## config.mk

```make
export PLATFORM = sky130hd
export DESIGN_NAME = keypad_matrix_scanner
export DESIGN_NICKNAME = d
export VERILOG_FILES = /design/src/rtl/keypad_matrix_scanner.sv
export SDC_FILE = /design/constraint.sdc
export NUM_CORES = 1
export LEC_CHECK = 0
export BUFFER_PORTS_ARGS = -buffer_cell sky130_fd_sc_hd__buf_2
export CORE_AREA = 4 4 97 99
export DETAILED_ROUTE_END_ITERATION = 6
export DIE_AREA = 0 0 101 103
export PLACE_DENSITY = 0.75
export SETUP_SLACK_MARGIN = 0.15
export SLEW_MARGIN = 20
export SYNTH_ARGS = -nofsm -noshare
export SYNTH_HDL_FRONTEND = slang
export SYNTH_SLANG_ARGS = --single-unit
```

## constraint.sdc

```tcl
create_clock -name clk -period 27.1 [get_ports clk]
set_input_delay 5.42 -clock clk [delete_from_list [all_inputs] [get_ports clk]]
set_output_delay 5.42 -clock clk [all_outputs]
set_load 0.005 [all_outputs]
```

## src/rtl/keypad_matrix_scanner.sv

```systemverilog
// 4x3 matrix keypad scanner: column drive, two-flop row synchronizer, scan snapshot and
// debounced press/release FSM. Define KEYPAD_SCAN_REPEAT_EN to enable auto-repeat pulses.
module keypad_matrix_scanner #(
    parameter int unsigned SCAN_DIV       = 500,
    parameter int unsigned DEBOUNCE_SCANS = 3,
    parameter int unsigned REPEAT_SCANS   = 40
) (
    input  logic       clk,
    input  logic       rst,
    input  logic [3:0] row,
    output logic [2:0] col,
    output logic [9:0] keypad,
    output logic       sharp,
    output logic       star,
    output logic [3:0] key_code,
    output logic       key_pulse
);

    localparam int unsigned DW     = $clog2(SCAN_DIV);
    localparam int unsigned CW     = $clog2(DEBOUNCE_SCANS + 1);
    localparam logic [3:0]  NO_KEY = 4'hF;

    if (SCAN_DIV < 3) begin : g_bad_scan_div
        $error("SCAN_DIV must be at least 3");
    end
    if (DEBOUNCE_SCANS < 1) begin : g_bad_debounce
        $error("DEBOUNCE_SCANS must be at least 1");
    end
    if (REPEAT_SCANS < 1) begin : g_bad_repeat
        $error("REPEAT_SCANS must be at least 1");
    end

    typedef enum logic [1:0] {
        IDLE,
        DEBOUNCE,
        PRESSED,
        RELEASE
    } state_t;

    state_t          r_state;
    state_t          w_state_nxt;
    logic [3:0]      r_row_s1;
    logic [3:0]      r_row_s2;
    logic [DW-1:0]   r_dwell;
    logic [1:0]      r_col_idx;
    logic [2:0]      r_col;
    logic [11:0]     r_snap;
    logic [11:0]     w_snap_nxt;
    logic            w_dwell_last;
    logic            w_scan_end;
    logic [3:0]      w_n_closed;
    logic [3:0]      w_last_idx;
    logic [3:0]      w_scan_code;
    logic [3:0]      r_cand;
    logic [3:0]      w_cand_nxt;
    logic [CW-1:0]   r_cnt;
    logic [CW-1:0]   w_cnt_nxt;
    logic [CW-1:0]   w_cnt_inc;
    logic [3:0]      r_key_code;
    logic [3:0]      w_key_code_nxt;
    logic [11:0]     r_levels;
    logic [11:0]     w_levels_nxt;
    logic            r_pulse;
    logic            w_accept;
    logic            w_release_done;
    logic            w_rpt_fire;

    // Snapshot bit index is row*3 + col; the key map follows the keypad legend.
    function automatic logic [3:0] f_key_at(input logic [3:0] idx);
        logic [3:0] code;
        case (idx)
            4'd0:    code = 4'd1;
            4'd1:    code = 4'd2;
            4'd2:    code = 4'd3;
            4'd3:    code = 4'd4;
            4'd4:    code = 4'd5;
            4'd5:    code = 4'd6;
            4'd6:    code = 4'd7;
            4'd7:    code = 4'd8;
            4'd8:    code = 4'd9;
            4'd9:    code = 4'd10;
            4'd10:   code = 4'd0;
            4'd11:   code = 4'd11;
            default: code = NO_KEY;
        endcase
        return code;
    endfunction

    function automatic logic [11:0] f_level(input logic [3:0] code);
        logic [11:0] lvl;
        lvl = '0;
        for (int unsigned k = 0; k < 12; k++) begin
            if (code == 4'(k)) lvl[k] = 1'b1;
        end
        return lvl;
    endfunction

    assign w_dwell_last = (r_dwell == DW'(SCAN_DIV - 1));
    assign w_scan_end   = w_dwell_last && (r_col_idx == 2'd2);
    assign w_cnt_inc    = r_cnt + CW'(1);

    always_ff @(posedge clk or negedge rst) begin
        if (!rst) begin
            r_row_s1 <= '1;
            r_row_s2 <= '1;
        end else begin
            r_row_s1 <= row;
            r_row_s2 <= r_row_s1;
        end
    end

    always_comb begin
        w_snap_nxt = r_snap;
        if (w_dwell_last) begin
            case (r_col_idx)
                2'd0:    {w_snap_nxt[9],  w_snap_nxt[6], w_snap_nxt[3], w_snap_nxt[0]} = ~r_row_s2;
                2'd1:    {w_snap_nxt[10], w_snap_nxt[7], w_snap_nxt[4], w_snap_nxt[1]} = ~r_row_s2;
                2'd2:    {w_snap_nxt[11], w_snap_nxt[8], w_snap_nxt[5], w_snap_nxt[2]} = ~r_row_s2;
                default: w_snap_nxt = r_snap;
            endcase
        end
    end

    // The col2 rows are folded in combinationally so the scan code is ready on the scan-end cycle.
    always_comb begin
        w_n_closed = '0;
        w_last_idx = '0;
        for (int unsigned k = 0; k < 12; k++) begin
            if (w_snap_nxt[k]) begin
                w_n_closed = w_n_closed + 4'd1;
                w_last_idx = 4'(k);
            end
        end
        w_scan_code = (w_n_closed == 4'd1) ? f_key_at(w_last_idx) : NO_KEY;
    end

    always_ff @(posedge clk or negedge rst) begin
        if (!rst) begin
            r_dwell   <= '0;
            r_col_idx <= '0;
            r_col     <= 3'b110;
            r_snap    <= '0;
        end else begin
            r_snap <= w_snap_nxt;
            if (w_dwell_last) begin
                r_dwell   <= '0;
                r_col     <= {r_col[1:0], r_col[2]};
                r_col_idx <= (r_col_idx == 2'd2) ? 2'd0 : r_col_idx + 2'd1;
            end else begin
                r_dwell <= r_dwell + DW'(1);
            end
        end
    end

    always_comb begin
        w_state_nxt    = r_state;
        w_cand_nxt     = r_cand;
        w_cnt_nxt      = r_cnt;
        w_key_code_nxt = r_key_code;
        w_levels_nxt   = r_levels;
        w_accept       = 1'b0;
        w_release_done = 1'b0;
        if (w_scan_end) begin
            unique case (r_state)
                IDLE: begin
                    if (w_scan_code != NO_KEY) begin
                        w_cand_nxt = w_scan_code;
                        w_cnt_nxt  = CW'(1);
                        if (DEBOUNCE_SCANS == 1) w_accept = 1'b1;
                        else                     w_state_nxt = DEBOUNCE;
                    end
                end
                DEBOUNCE: begin
                    if (w_scan_code == r_cand) begin
                        w_cnt_nxt = w_cnt_inc;
                        if (w_cnt_inc == CW'(DEBOUNCE_SCANS)) w_accept = 1'b1;
                    end else if (w_scan_code == NO_KEY) begin
                        w_state_nxt = IDLE;
                    end else begin
                        w_cand_nxt = w_scan_code;
                        w_cnt_nxt  = CW'(1);
                    end
                end
                PRESSED: begin
                    if (w_scan_code != r_cand) begin
                        w_cnt_nxt = CW'(1);
                        if (DEBOUNCE_SCANS == 1) w_release_done = 1'b1;
                        else                     w_state_nxt = RELEASE;
                    end
                end
                RELEASE: begin
                    if (w_scan_code != r_cand) begin
                        w_cnt_nxt = w_cnt_inc;
                        if (w_cnt_inc == CW'(DEBOUNCE_SCANS)) w_release_done = 1'b1;
                    end else begin
                        w_state_nxt = PRESSED;
                    end
                end
                default: w_state_nxt = IDLE;
            endcase
        end
        if (w_accept) begin
            w_state_nxt    = PRESSED;
            w_key_code_nxt = w_cand_nxt;
            w_levels_nxt   = f_level(w_cand_nxt);
        end
        if (w_release_done) begin
            w_state_nxt    = IDLE;
            w_key_code_nxt = NO_KEY;
            w_levels_nxt   = '0;
        end
    end

    always_ff @(posedge clk or negedge rst) begin
        if (!rst) begin
            r_state    <= IDLE;
            r_cand     <= NO_KEY;
            r_cnt      <= '0;
            r_key_code <= NO_KEY;
            r_levels   <= '0;
            r_pulse    <= 1'b0;
        end else begin
            r_state    <= w_state_nxt;
            r_cand     <= w_cand_nxt;
            r_cnt      <= w_cnt_nxt;
            r_key_code <= w_key_code_nxt;
            r_levels   <= w_levels_nxt;
            r_pulse    <= w_accept || w_rpt_fire;
        end
    end

`ifdef KEYPAD_SCAN_REPEAT_EN
    localparam int unsigned RW = $clog2(REPEAT_SCANS + 1);

    logic [RW-1:0] r_rpt;
    logic [RW-1:0] w_rpt_inc;
    logic          w_rpt_hold;

    // Counter only advances while staying in PRESSED; any entry or exit leaves it cleared.
    assign w_rpt_hold = (r_state == PRESSED) && (w_state_nxt == PRESSED);
    assign w_rpt_inc  = r_rpt + RW'(1);
    assign w_rpt_fire = w_rpt_hold && w_scan_end && (w_rpt_inc == RW'(REPEAT_SCANS));

    always_ff @(posedge clk or negedge rst) begin
        if (!rst) begin
            r_rpt <= '0;
        end else if (!w_rpt_hold) begin
            r_rpt <= '0;
        end else if (w_scan_end) begin
            r_rpt <= w_rpt_fire ? '0 : w_rpt_inc;
        end
    end
`else
    assign w_rpt_fire = 1'b0;
`endif

    assign col       = r_col;
    assign keypad    = r_levels[9:0];
    assign star      = r_levels[10];
    assign sharp     = r_levels[11];
    assign key_code  = r_key_code;
    assign key_pulse = r_pulse;

endmodule

```

==> impl_results.md <==
- Number of vias after detailed routing: 3323
- Yosys warning count: 0
- Number of flops mapped to enable cells by yosys: 0
- Number of antenna violations at the first check in global routing: 0
- Pin count of the biggest net entering global routing: 60
- Slew Limit Headroom: 0.4391
- Layout overhead on the synthesized area: 8.085%
- Vias per cell: 5.987
- CP max-delay cell: sky130_fd_sc_hd__and4_1
- Leakage dissipation: 0.002184 uW
- Fraction of power consumed by sequential logic: 0.569
- Terminus of the critical flop-to-flop path: r_levels[10]
- Number of failing hold endpoints at the final stage: 0
- Fraction of layout cells with a size suffix above 1: 0.2215
- Die Width: 101 um
- Fill cell instance count of the final layout: 746
- Placer's final routability congestion estimate: 0.9064
- Vias in the first global route: 3209
- Internal power summed over all cells: 122.9 uW
- Deepest clock path buffer count: 2
- Netlist cell types: 94
- I/O Buffers: 25
- Critical-path maximum fanout: 13
- Gate count of the mapped netlist: 418
- Post-CTS sizing: 0
- Final Instance Area: 4499 um^2
- Commonest register cell after synthesis: sky130_fd_sc_hd__dfrtp_1
- Mapped Nets: 439
- Crit start category: flop
- Avg Synthesized Cell Area: 9.959 um^2
- Clock skew after layout: 0.01082 ns
- Worst VDD drop: 0.03385 mV
- Clock latency at the later pin of the worst-skew pair: 0.33 ns
- Congestion Overflow GR: 0
- Clock tree from TritonCTS: done
- Register area share after synthesis: 0.3601
- Die ar.: 10400 um^2
- RR Startpoint: r_dwell[0]
- Type of the setup path with the least slack: flop to flop
- H-tree Lvls: 3
- Switching component of the power: 35.09 uW
- Setup violators final: 0
- Pin slew with the least headroom to its limit: 0.8383 ns
- Number of clock buffers inserted by TritonCTS: 9
- Fmax achieved: 0.09326 GHz
- Share of async-settable or async-resettable flops after synthesis: 1.000
- Cell Rows: 34
- Combinational share of power: 0.015
- Status: finished clean
- Cell repeated most along the worst path: sky130_fd_sc_hd__ha_1
- Pre-CTS WS: 16.47 ns
- Hold EP: r_row_s2[1]
- Total half-perimeter wirelength after legalization and detailed placement: 6494 um
- Post-detailed-routing wire length: 8798 um
- Unrepaired setup endpoints after global routing: false
- Share of total power consumed by net switching: 0.2221
- Total placed instance area: 4342 um^2
- Final sum of negative setup slack: 0 ns
- Longest individual stage delay on the worst path: 0.54 ns
- Number of cells on the worst reg-to-reg path: 47
- Pwr per Cell Area: 35.11 nW/um^2
- Number of nets at the end of the flow: 463
- Clk network pwr share: 0.417
- Reported max-cap violation count: 0
- Global routing usage summed across all routing layers: 0.1777
- Type of element capturing the critical path: flop
- Arrival time of the worst setup path: 10.94 ns
- Total DRC errors in the routed layout: 0
- Slew Limit Fails: 0
- Die Ht: 103 um
- Initial cell density of the core: 0.4868
- Register-to-register path setup slack: 16.38 ns
- Post-DR wirelength/cell: 15.85 um
- Number of cells traversed by the worst hold path: 0
- Hold path start: r_row_s1[1]
- Post-synthesis instance area: 4163 um^2
- Top-level port count: 26
- Clk root buf: sky130_fd_sc_hd__clkbuf_8
- Final critical-path share of the clock period: 0.3957
- Post-synthesis register bit count: 59
- Number of buffers added to fix hold violations after cts: 0
- First drt pass iteration count: 5
- Min cycle time layout: 10.72 ns
- Antenna-violating nets left: 0
- Most frequent standard cell in the layout excluding fill and tap cells: sky130_fd_sc_hd__nand2_1
- Required time at the worst-slack endpoint: 27.32 ns
- Post-CTS setup buffer count: 0
- Sink count of the clock tree: 59
- Core ar.: 8551 um^2
- Path type of the worst min-delay path: flop to flop
- Worst-case setup margin in the final layout: 16.38 ns
- Clock-pin slew of the registers on the worst-case setup and hold paths: 0.07 ns
- Wire length of the first global-routing pass: 15040 um
- Iter 0 DRT Violations: 271
- Most frequent cells in the layout: sky130_fd_sc_hd__nand2_1, sky130_fd_sc_hd__dfrtp_1, sky130_fd_sc_hd__inv_1
- Antenna diode instance count: 0
==> cells in the mapped netlist, types with 5 or more instances <==
master / instances / area share
sky130_fd_sc_hd__dfstp_2: 18 / 0.11
sky130_fd_sc_hd__xor2_1: 8 / 0.017
sky130_fd_sc_hd__inv_1: 33 / 0.030
sky130_fd_sc_hd__mux2i_1: 9 / 0.022
sky130_fd_sc_hd__ha_1: 15 / 0.045
sky130_fd_sc_hd__o21ai_0: 13 / 0.016
sky130_fd_sc_hd__o32ai_1: 5 / 0.011
sky130_fd_sc_hd__o21a_1: 6 / 0.011
sky130_fd_sc_hd__a31oi_1: 6 / 0.0090
sky130_fd_sc_hd__and2_1: 5 / 0.0075
sky130_fd_sc_hd__a32o_1: 9 / 0.022
sky130_fd_sc_hd__o21ai_1: 5 / 0.0060
sky130_fd_sc_hd__dfrtp_1: 41 / 0.25
sky130_fd_sc_hd__nand2_1: 47 / 0.042
sky130_fd_sc_hd__nand3_1: 11 / 0.013
sky130_fd_sc_hd__a21oi_1: 16 / 0.019
sky130_fd_sc_hd__nor3_1: 7 / 0.0084
sky130_fd_sc_hd__a2bb2oi_1: 5 / 0.011
sky130_fd_sc_hd__nor2_1: 21 / 0.019
sky130_fd_sc_hd__nand4_1: 7 / 0.011
sky130_fd_sc_hd__nor2b_1: 5 / 0.0075
sky130_fd_sc_hd__xnor2_1: 11 / 0.023
sky130_fd_sc_hd__or3_1: 5 / 0.0075
==> metal layers <==
layer	part of all wire	track usage	up-vias
met5	0	0	-
met3	0.055	0.03586	12
met2	0.47	0.2790	108
met1	0.46	0.2451	1626
met4	0.017	0.06339	0
li1	-	-	1577
==> power groups by stage <==
stage | sequential [uW] | clock (uW) | combinational (uW)
2_1_floorplan | 91.0 | 0 | 0.438
3_5_place_dp | 91.3 | 0 | 2.45
5_1_grt | 89.8 | 72.6 | 2.76
3_3_place_gp | 91.3 | 0 | 2.41
4_1_cts | 89.8 | 67.2 | 2.45
6_report | 89.8 | 65.8 | 2.34
==> stage by stage <==
step                        util  power, uW  cells  hold WS (ns)
after floorplan                -      91.44    418        0.3452
after global placement    0.5078      93.70    539        0.3458
after detailed placement  0.5078      93.74    539        0.3481
after CTS                 0.5262      159.4    555        0.3567
after global routing      0.5262      165.2    555        0.3609
final                     0.5262      158.0    555        0.3561
==> area by class of cell <==
cell class	instances	area [um^2]	area share
clock inverters	3	18.77	0.004171
multi-input cells	312	2447	0.5439
well taps	108	135.1	0.03003
clock buffers	13	138.9	0.03087
flip-flops and latches	59	1499	0.3331
inverters	34	127.6	0.02836
repair buffers	26	132.6	0.02948
==> critical path: cells and delay by family (launching register included) <==
kind | cells | cell delay, ns
AO/OA/AOI/OAI | 15 | 3.53
XOR/XNOR | 1 | 0.40
adder cells (fa/ha/maj) | 11 | 3.28
buffers and inverters | 6 | 0.44
flip-flops | 1 | 0.39
multiplexers | 3 | 0.65
AND/OR/NAND/NOR | 11 | 1.95
==> state kept, by name, indices dropped and copies added (netlist names) <==
| signal | count |
|---|---|
| key_pulse | 1 |
| r_cand | 4 |
| r_row_s2 | 4 |
| r_row_s1 | 4 |
| r_cnt | 2 |
| key_code | 4 |
| col | 3 |
| r_levels | 12 |
| r_col_idx | 2 |
| r_snap | 12 |
| r_state | 2 |
| r_dwell | 9 |
==> how the worst max path moves through the flow <==
stage | start | endpoint | slack [ns] | depth (start not counted)
final | r_dwell[0] | r_levels[10] | 16.38 | 47
after global routing | r_dwell[0] | r_levels[2] | 15.62 | 45
after CTS | r_dwell[0] | r_levels[10] | 16.43 | 47
after detailed placement | r_dwell[0] | r_levels[10] | 16.47 | 47
after global placement | r_dwell[0] | r_cnt[0] | 16.96 | 46
after floorplan | r_dwell[0] | r_cnt[0] | 17.75 | 47
==> cells by family (layout without fill, tap and decap cells) <==
kind of cell / count (synthesis) / after routing / share of synthesized area
simple gates: 142 / 142 / 0.1939
compound gates: 112 / 112 / 0.2191
flops: 59 / 59 / 0.3601
buf+inv: 47 / 76 / 0.05200
xor+xnor: 29 / 29 / 0.09197
fa+ha+maj: 15 / 15 / 0.04509
mux: 14 / 14 / 0.03787
Power figures use the tool's default switching activity.
